File: src/rtl/ulpi_link_arbiter.sv
// ULPI link-side transmit arbiter: shares the PHY transmit path between a register
// port and a packet port, sequencing TXCMD/data/STP and forwarding RXCMD bytes.
module ulpi_link_arbiter #(
  parameter int NXT_TIMEOUT   = 1023,
  parameter bit RR_RESET_LAST = 1'b1
) (
  input  logic       CLKOUT,
  input  logic       RESET,
  input  logic       DIR,
  input  logic       NXT,
  input  logic [7:0] data_in,
  output logic [7:0] data_out,
  output logic       data_oe,
  output logic       STP,
  input  logic       reg_req,
  input  logic       reg_we,
  input  logic [5:0] reg_addr,
  input  logic [7:0] reg_wdata,
  output logic       reg_done,
  output logic [7:0] reg_rdata,
  input  logic       pkt_req,
  input  logic [3:0] pkt_pid,
  input  logic       pkt_nodata,
  input  logic [7:0] pkt_data,
  input  logic       pkt_valid,
  input  logic       pkt_last,
  output logic       pkt_ready,
  output logic       pkt_done,
  output logic       pkt_abort,
  output logic       reg_abort,
  output logic [7:0] rxcmd,
  output logic       rxcmd_valid,
  output logic       busy
);

  typedef enum logic [2:0] {
    IDLE, TXCMD, REG_WDATA, STOP, RD_TURN, RD_DATA, PKT_DATA, WAIT_DIR_LOW
  } state_t;

  localparam int TW = $clog2(NXT_TIMEOUT + 1);
  localparam logic [TW-1:0] T_LAST = TW'(NXT_TIMEOUT - 1);

  state_t        state;
  logic          dir_q;
  logic          last_grant;
  logic          is_pkt;
  logic          cmd_we;
  logic          nodata;
  logic          retry;
  logic [7:0]    cmd_byte;
  logic [TW-1:0] timer;
  logic          reg_wins;

  // dir_q high with DIR low marks the turnaround cycle after the PHY releases the bus
  assign data_oe   = !DIR && !dir_q;
  assign busy      = (state != IDLE);
  assign pkt_ready = (state == PKT_DATA) && NXT && pkt_valid && !DIR;
  assign reg_wins  = reg_req && (!pkt_req || last_grant);

  always_comb begin
    data_out = 8'h00;
    case (state)
      TXCMD:     data_out = cmd_byte;
      REG_WDATA: data_out = reg_wdata;
      PKT_DATA:  data_out = pkt_data;
      default:   data_out = 8'h00;
    endcase
  end

  always_ff @(posedge CLKOUT) begin
    if (RESET) begin
      state       <= IDLE;
      dir_q       <= 1'b0;
      last_grant  <= RR_RESET_LAST;
      is_pkt      <= 1'b0;
      cmd_we      <= 1'b0;
      nodata      <= 1'b0;
      retry       <= 1'b0;
      cmd_byte    <= 8'h00;
      timer       <= '0;
      STP         <= 1'b0;
      reg_done    <= 1'b0;
      reg_abort   <= 1'b0;
      pkt_done    <= 1'b0;
      pkt_abort   <= 1'b0;
      reg_rdata   <= 8'h00;
      rxcmd       <= 8'h00;
      rxcmd_valid <= 1'b0;
    end else begin
      dir_q       <= DIR;
      STP         <= 1'b0;
      reg_done    <= 1'b0;
      reg_abort   <= 1'b0;
      pkt_done    <= 1'b0;
      pkt_abort   <= 1'b0;
      rxcmd_valid <= 1'b0;

      // Register read data also arrives with DIR=1, NXT=0 and must not pose as an RXCMD
      if (DIR && dir_q && !NXT && state != RD_DATA) begin
        rxcmd       <= data_in;
        rxcmd_valid <= 1'b1;
      end

      case (state)
        IDLE: begin
          if (!DIR && !dir_q && (reg_req || pkt_req)) begin
            state <= TXCMD;
            timer <= '0;
            retry <= 1'b0;
            if (reg_wins) begin
              is_pkt     <= 1'b0;
              cmd_we     <= reg_we;
              cmd_byte   <= {(reg_we ? 2'b10 : 2'b11), reg_addr};
              last_grant <= 1'b0;
            end else begin
              is_pkt     <= 1'b1;
              nodata     <= pkt_nodata;
              cmd_byte   <= {4'b0100, pkt_pid};
              last_grant <= 1'b1;
            end
          end
        end

        TXCMD: begin
          if (DIR) begin
            state     <= WAIT_DIR_LOW;
            retry     <= !is_pkt;
            pkt_abort <= is_pkt;
          end else if (NXT) begin
            if (is_pkt && nodata) begin
              state    <= STOP;
              STP      <= 1'b1;
              pkt_done <= 1'b1;
            end else if (is_pkt) begin
              state <= PKT_DATA;
            end else if (cmd_we) begin
              state <= REG_WDATA;
            end else begin
              state <= RD_TURN;
            end
          end else if (timer == T_LAST) begin
            state     <= IDLE;
            pkt_abort <= is_pkt;
            reg_abort <= !is_pkt;
          end else begin
            timer <= timer + 1'b1;
          end
        end

        REG_WDATA: begin
          if (DIR) begin
            state <= WAIT_DIR_LOW;
            retry <= 1'b1;
          end else if (NXT) begin
            state    <= STOP;
            STP      <= 1'b1;
            reg_done <= 1'b1;
          end
        end

        STOP: state <= IDLE;

        RD_TURN: begin
          if (DIR) state <= RD_DATA;
        end

        RD_DATA: begin
          reg_rdata <= data_in;
          reg_done  <= 1'b1;
          retry     <= 1'b0;
          state     <= WAIT_DIR_LOW;
        end

        PKT_DATA: begin
          if (DIR) begin
            state     <= WAIT_DIR_LOW;
            retry     <= 1'b0;
            pkt_abort <= 1'b1;
          end else if (NXT && pkt_valid && pkt_last) begin
            state    <= STOP;
            STP      <= 1'b1;
            pkt_done <= 1'b1;
          end else if (NXT && !pkt_valid) begin
            state     <= STOP;
            STP       <= 1'b1;
            pkt_abort <= 1'b1;
          end
        end

        WAIT_DIR_LOW: begin
          // Leaving here at the end of the turnaround cycle keeps the link off the bus for it
          if (!DIR) begin
            state <= retry ? TXCMD : IDLE;
            timer <= '0;
          end
        end

        default: state <= IDLE;
      endcase
    end
  end

endmodule

File: config.mk
export PLATFORM = sky130hd
export DESIGN_NAME = ulpi_link_arbiter
export DESIGN_NICKNAME = d
export VERILOG_FILES = /design/src/rtl/ulpi_link_arbiter.sv
export SDC_FILE = /design/constraint.sdc
export NUM_CORES = 1
export LEC_CHECK = 0
export ABC_CLOCK_PERIOD_IN_PS = 2220
export CAP_MARGIN = 10
export CORE_UTILIZATION = 40
export CTS_CLUSTER_SIZE = 16
export DETAILED_ROUTE_END_ITERATION = 16
export MAX_ROUTING_LAYER = met4
export PLACE_DENSITY = 0.71
export SLEW_MARGIN = 20
export SYNTH_ARGS = -nofsm -noshare
export SYNTH_HDL_FRONTEND = slang
export SYNTH_SLANG_ARGS = --single-unit
File: constraint.sdc
create_clock -name CLKOUT -period 2.22 [get_ports CLKOUT]
set_clock_uncertainty 0.15 [all_clocks]
set_input_delay 0.666 -clock CLKOUT [delete_from_list [all_inputs] [get_ports CLKOUT]]
set_output_delay 0.666 -clock CLKOUT [all_outputs]
set_load 0.01 [all_outputs]
==> qor.yml <==
run_status: "completed"
placed_cells: 464
number_of_antenna_violations_at_the_first_check_in_global_routing: 0
ys_ff_latch: 49
routed-via-count: 2525
required_ns: 1.40
globalRouteOverflowTotal: 0
tritoncts: "yes"
detail_route.vias_per_cell: 5.35
most_used_dff_post_synth: "sky130_fd_sc_hd__dfxtp_1"
maxCapViolCount: 0
crit_path_max_fanout: 5
num_rows: 27
clk-insertion-delay-late_ns: 0.30
synth_enable_flop_cells: 0
core_um2: 5610
slew_viols_final: 0
sequential_fraction_of_the_synthesis_area_pct: 41.2
drc: 0
port-buffer-count: 76
crit_chain: "dlygate4sd2_1 -> nor2_1 -> clkdlybuf4s15_1"
postSynthNetCount: 345
slew_headroom_pct: 76.7
setup-tns-final_ns: 0
crit_path_max_incr_delay_ns: 0.30
report.final.hold_viol_count: 0
path_clk_slew_ns: 0.09
synth_area_um2: 2380
ctsRootBufferMaster: "sky130_fd_sc_hd__clkbuf_8"
timing.fmax_mhz: 463
drt_pre_antenna_iters: 4
hold_class: "reg -> reg"
synth_cells: 299
place_hpwl_mm: 4.89
detail-route-antenna-nets: 0
first_global_vias: 2355
layout_nets: 445
post_synth.cell_area_avg_um2: 7.96
power.leakage_nw: 1.43
critical_setup_path_class: "in -> out"
timing.critical_path.arrival_ns: 1.35
die_width_um: 79.2
critical_path.slowest_cell: "sky130_fd_sc_hd__dlygate4sd2_1"
postCtsHoldBufs: 0
crit_family: "buffers and inverters"
power_per_cell_area_nw_per_um2: 790
drt_iter0_drc: 90
ir_drop_mv: 0.593
crit_path_end_kind: "output pin"
library_cell_with_the_largest_summed_area_after_synthesis: "sky130_fd_sc_hd__dfxtp_1"
wl_per_cell_um: 14.0
synth.most_common_cell: "sky130_fd_sc_hd__dfxtp_1"
synth.yosys.warnings: 0
critical_path_buf_inv_count: 2
synth.top_cells.by_count: "49 x sky130_fd_sc_hd__dfxtp_1, 42 x sky130_fd_sc_hd__nand2_1, 31 x sky130_fd_sc_hd__a21oi_1"
holdWs_ns: 0.311
last_weighted_congestion_value_of_the_routability_driven_placer: 0.894
starting_density_of_the_core_pct: 42.5
cts_sinks: 49
fp.dieArea_um2: 6260
numCtsBuffers: 5
insertedDiodeCount: 0
report.final.setup_viol: 0
layout_worst_path_cycle_share_pct: 97.4
grt_start_max_net_pins: 50
setup_crit_start_kind: "input port"
area_delta_synth_final_pct: 52.7
grt_pass1_wl_mm: 10.9
final_cell_count_no_fill: 472
floorplan.io_pins: 77
h-tree-depth: 2
synthTopCellsByArea: "sky130_fd_sc_hd__dfxtp_1 41%, sky130_fd_sc_hd__mux2i_1 7.1%, sky130_fd_sc_hd__nand2_1 6.6%, sky130_fd_sc_hd__a21oi_1 6.5%, sky130_fd_sc_hd__nor2_1 4.6%"
grtUsageTotal_pct: 22.5
drive_above_1_share_pct: 18.0
rsz0062_at_grt: "true"
synth_cell_types: 43
async_flop_share_pct: 0
worstMarginPinSlew_ns: 0.346
fin_crit_ns: 2.16
cts.repair_timing.setup_buffer_count: 0
die_height_um: 79.2
clockBufferDepth: 2
wl_mm: 6.61
yosys.area.top_type_share_pct: 41.2
routing by layer:
| metal | GRT usage (%) | wire [um] | part of all wire [%] |
|---|---|---|---|
| met1 | 27.5 | 2890 | 44 |
| met2 | 37.8 | 3430 | 52 |
| met3 | 3.79 | 224 | 3.4 |
| met4 | 6.73 | 64 | 0.97 |
| met5 | - | 0 | 0 |
worst min-delay path, cell delays in order (launching register included):
cell	delay [ns]
sky130_fd_sc_hd__dfxtp_1	0.32
sky130_fd_sc_hd__nand2_1	0.05
sky130_fd_sc_hd__a21oi_1	0.05
placed cells by master (no fill, tap or decap), types with 3 or more instances in the layout:
cell                               n
sky130_fd_sc_hd__dfxtp_1          46
sky130_fd_sc_hd__dlymetal6s2s_1   11
sky130_fd_sc_hd__a211oi_1          3
sky130_fd_sc_hd__buf_4            34
sky130_fd_sc_hd__inv_1             4
sky130_fd_sc_hd__nor2b_1           4
sky130_fd_sc_hd__nor3_1            4
sky130_fd_sc_hd__buf_12            4
sky130_fd_sc_hd__o21ai_1           9
sky130_fd_sc_hd__nand2_1          41
sky130_fd_sc_hd__or3b_1            3
sky130_fd_sc_hd__a21oi_1          31
sky130_fd_sc_hd__a311oi_1          6
sky130_fd_sc_hd__nand4_1           4
sky130_fd_sc_hd__o21ai_0          12
sky130_fd_sc_hd__mux2i_1          17
sky130_fd_sc_hd__a31oi_1           3
sky130_fd_sc_hd__buf_2            10
sky130_fd_sc_hd__clkdlybuf4s50_1  46
sky130_fd_sc_hd__dlygate4sd2_1     8
sky130_fd_sc_hd__clkbuf_8          5
sky130_fd_sc_hd__nand3_1          17
sky130_fd_sc_hd__or3_1             6
sky130_fd_sc_hd__nor2_1           27
cell type report:
type                            count  area, um2
Sequential cell                    49        987
Fill cell                         525       1970
Inverter                            4       15.0
Timing Repair Buffer              114       1060
Clock inverter                      3       68.8
Tap cell                           72       90.1
Clock buffer                        5       68.8
Multi-Input combinational cell    225       1340
sequential cells by signal, indices dropped and copies added, names as in the netlist:
signal and cells:
STP 1, cmd_byte 8, cmd_we 1, dir_q 1
is_pkt 1, last_grant 1, nodata 1, pkt_abort 1
pkt_done 1, reg_abort 1, reg_done 1, reg_rdata 8
retry 1, rxcmd 8, rxcmd_valid 1, state 3
timer 10
path summary, 6_finish.rpt:
path	endpoint	cells past startpoint	slack, ns	start
setup / recovery	data_oe	3	0.06	DIR
hold / removal	reg_rdata[0]	2	0.31	reg_rdata[0]
setup reg to reg	timer[4]	8	0.17	timer[0]
hold reg to reg	reg_rdata[0]	2	0.31	reg_rdata[0]
report_power, final:
group	leakage [nW]	total [mW]	switching (mW)	internal, mW
Combinational	0.965	1.08	0.530	0.548
Clock	0.0687	0.763	0.309	0.454
Sequential	0.399	1.03	0.0708	0.960
what timing repair did:
action                     4_1_cts  5_1_grt
pin swaps                        0        7
setup endpoints to repair       34       26
gates resized for setup         64       20
metrics by stage:
stage	cell area [um2]	worst slack (ns)	total power, mW	utilization [%]
global route	3640	-0.0148	3.04	64.8
global placement	3480	-0.648	2.11	62.1
floorplan	2380	0.0757	1.57	-
detailed placement	3480	-0.619	2.12	62.1
CTS	3580	-0.101	2.86	63.8
finish	3640	0.0588	2.87	64.8
cells by family after synthesis:
logic type	synth area share, %
and+or+nand+nor	26.8
AOI/OAI and AO/OA	19.6
muxes	7.15
buffers and inverters	4.20
adders and majority gates	1.05
DFF	41.2
No activity file was read; power rests on OpenSTA's default activity.
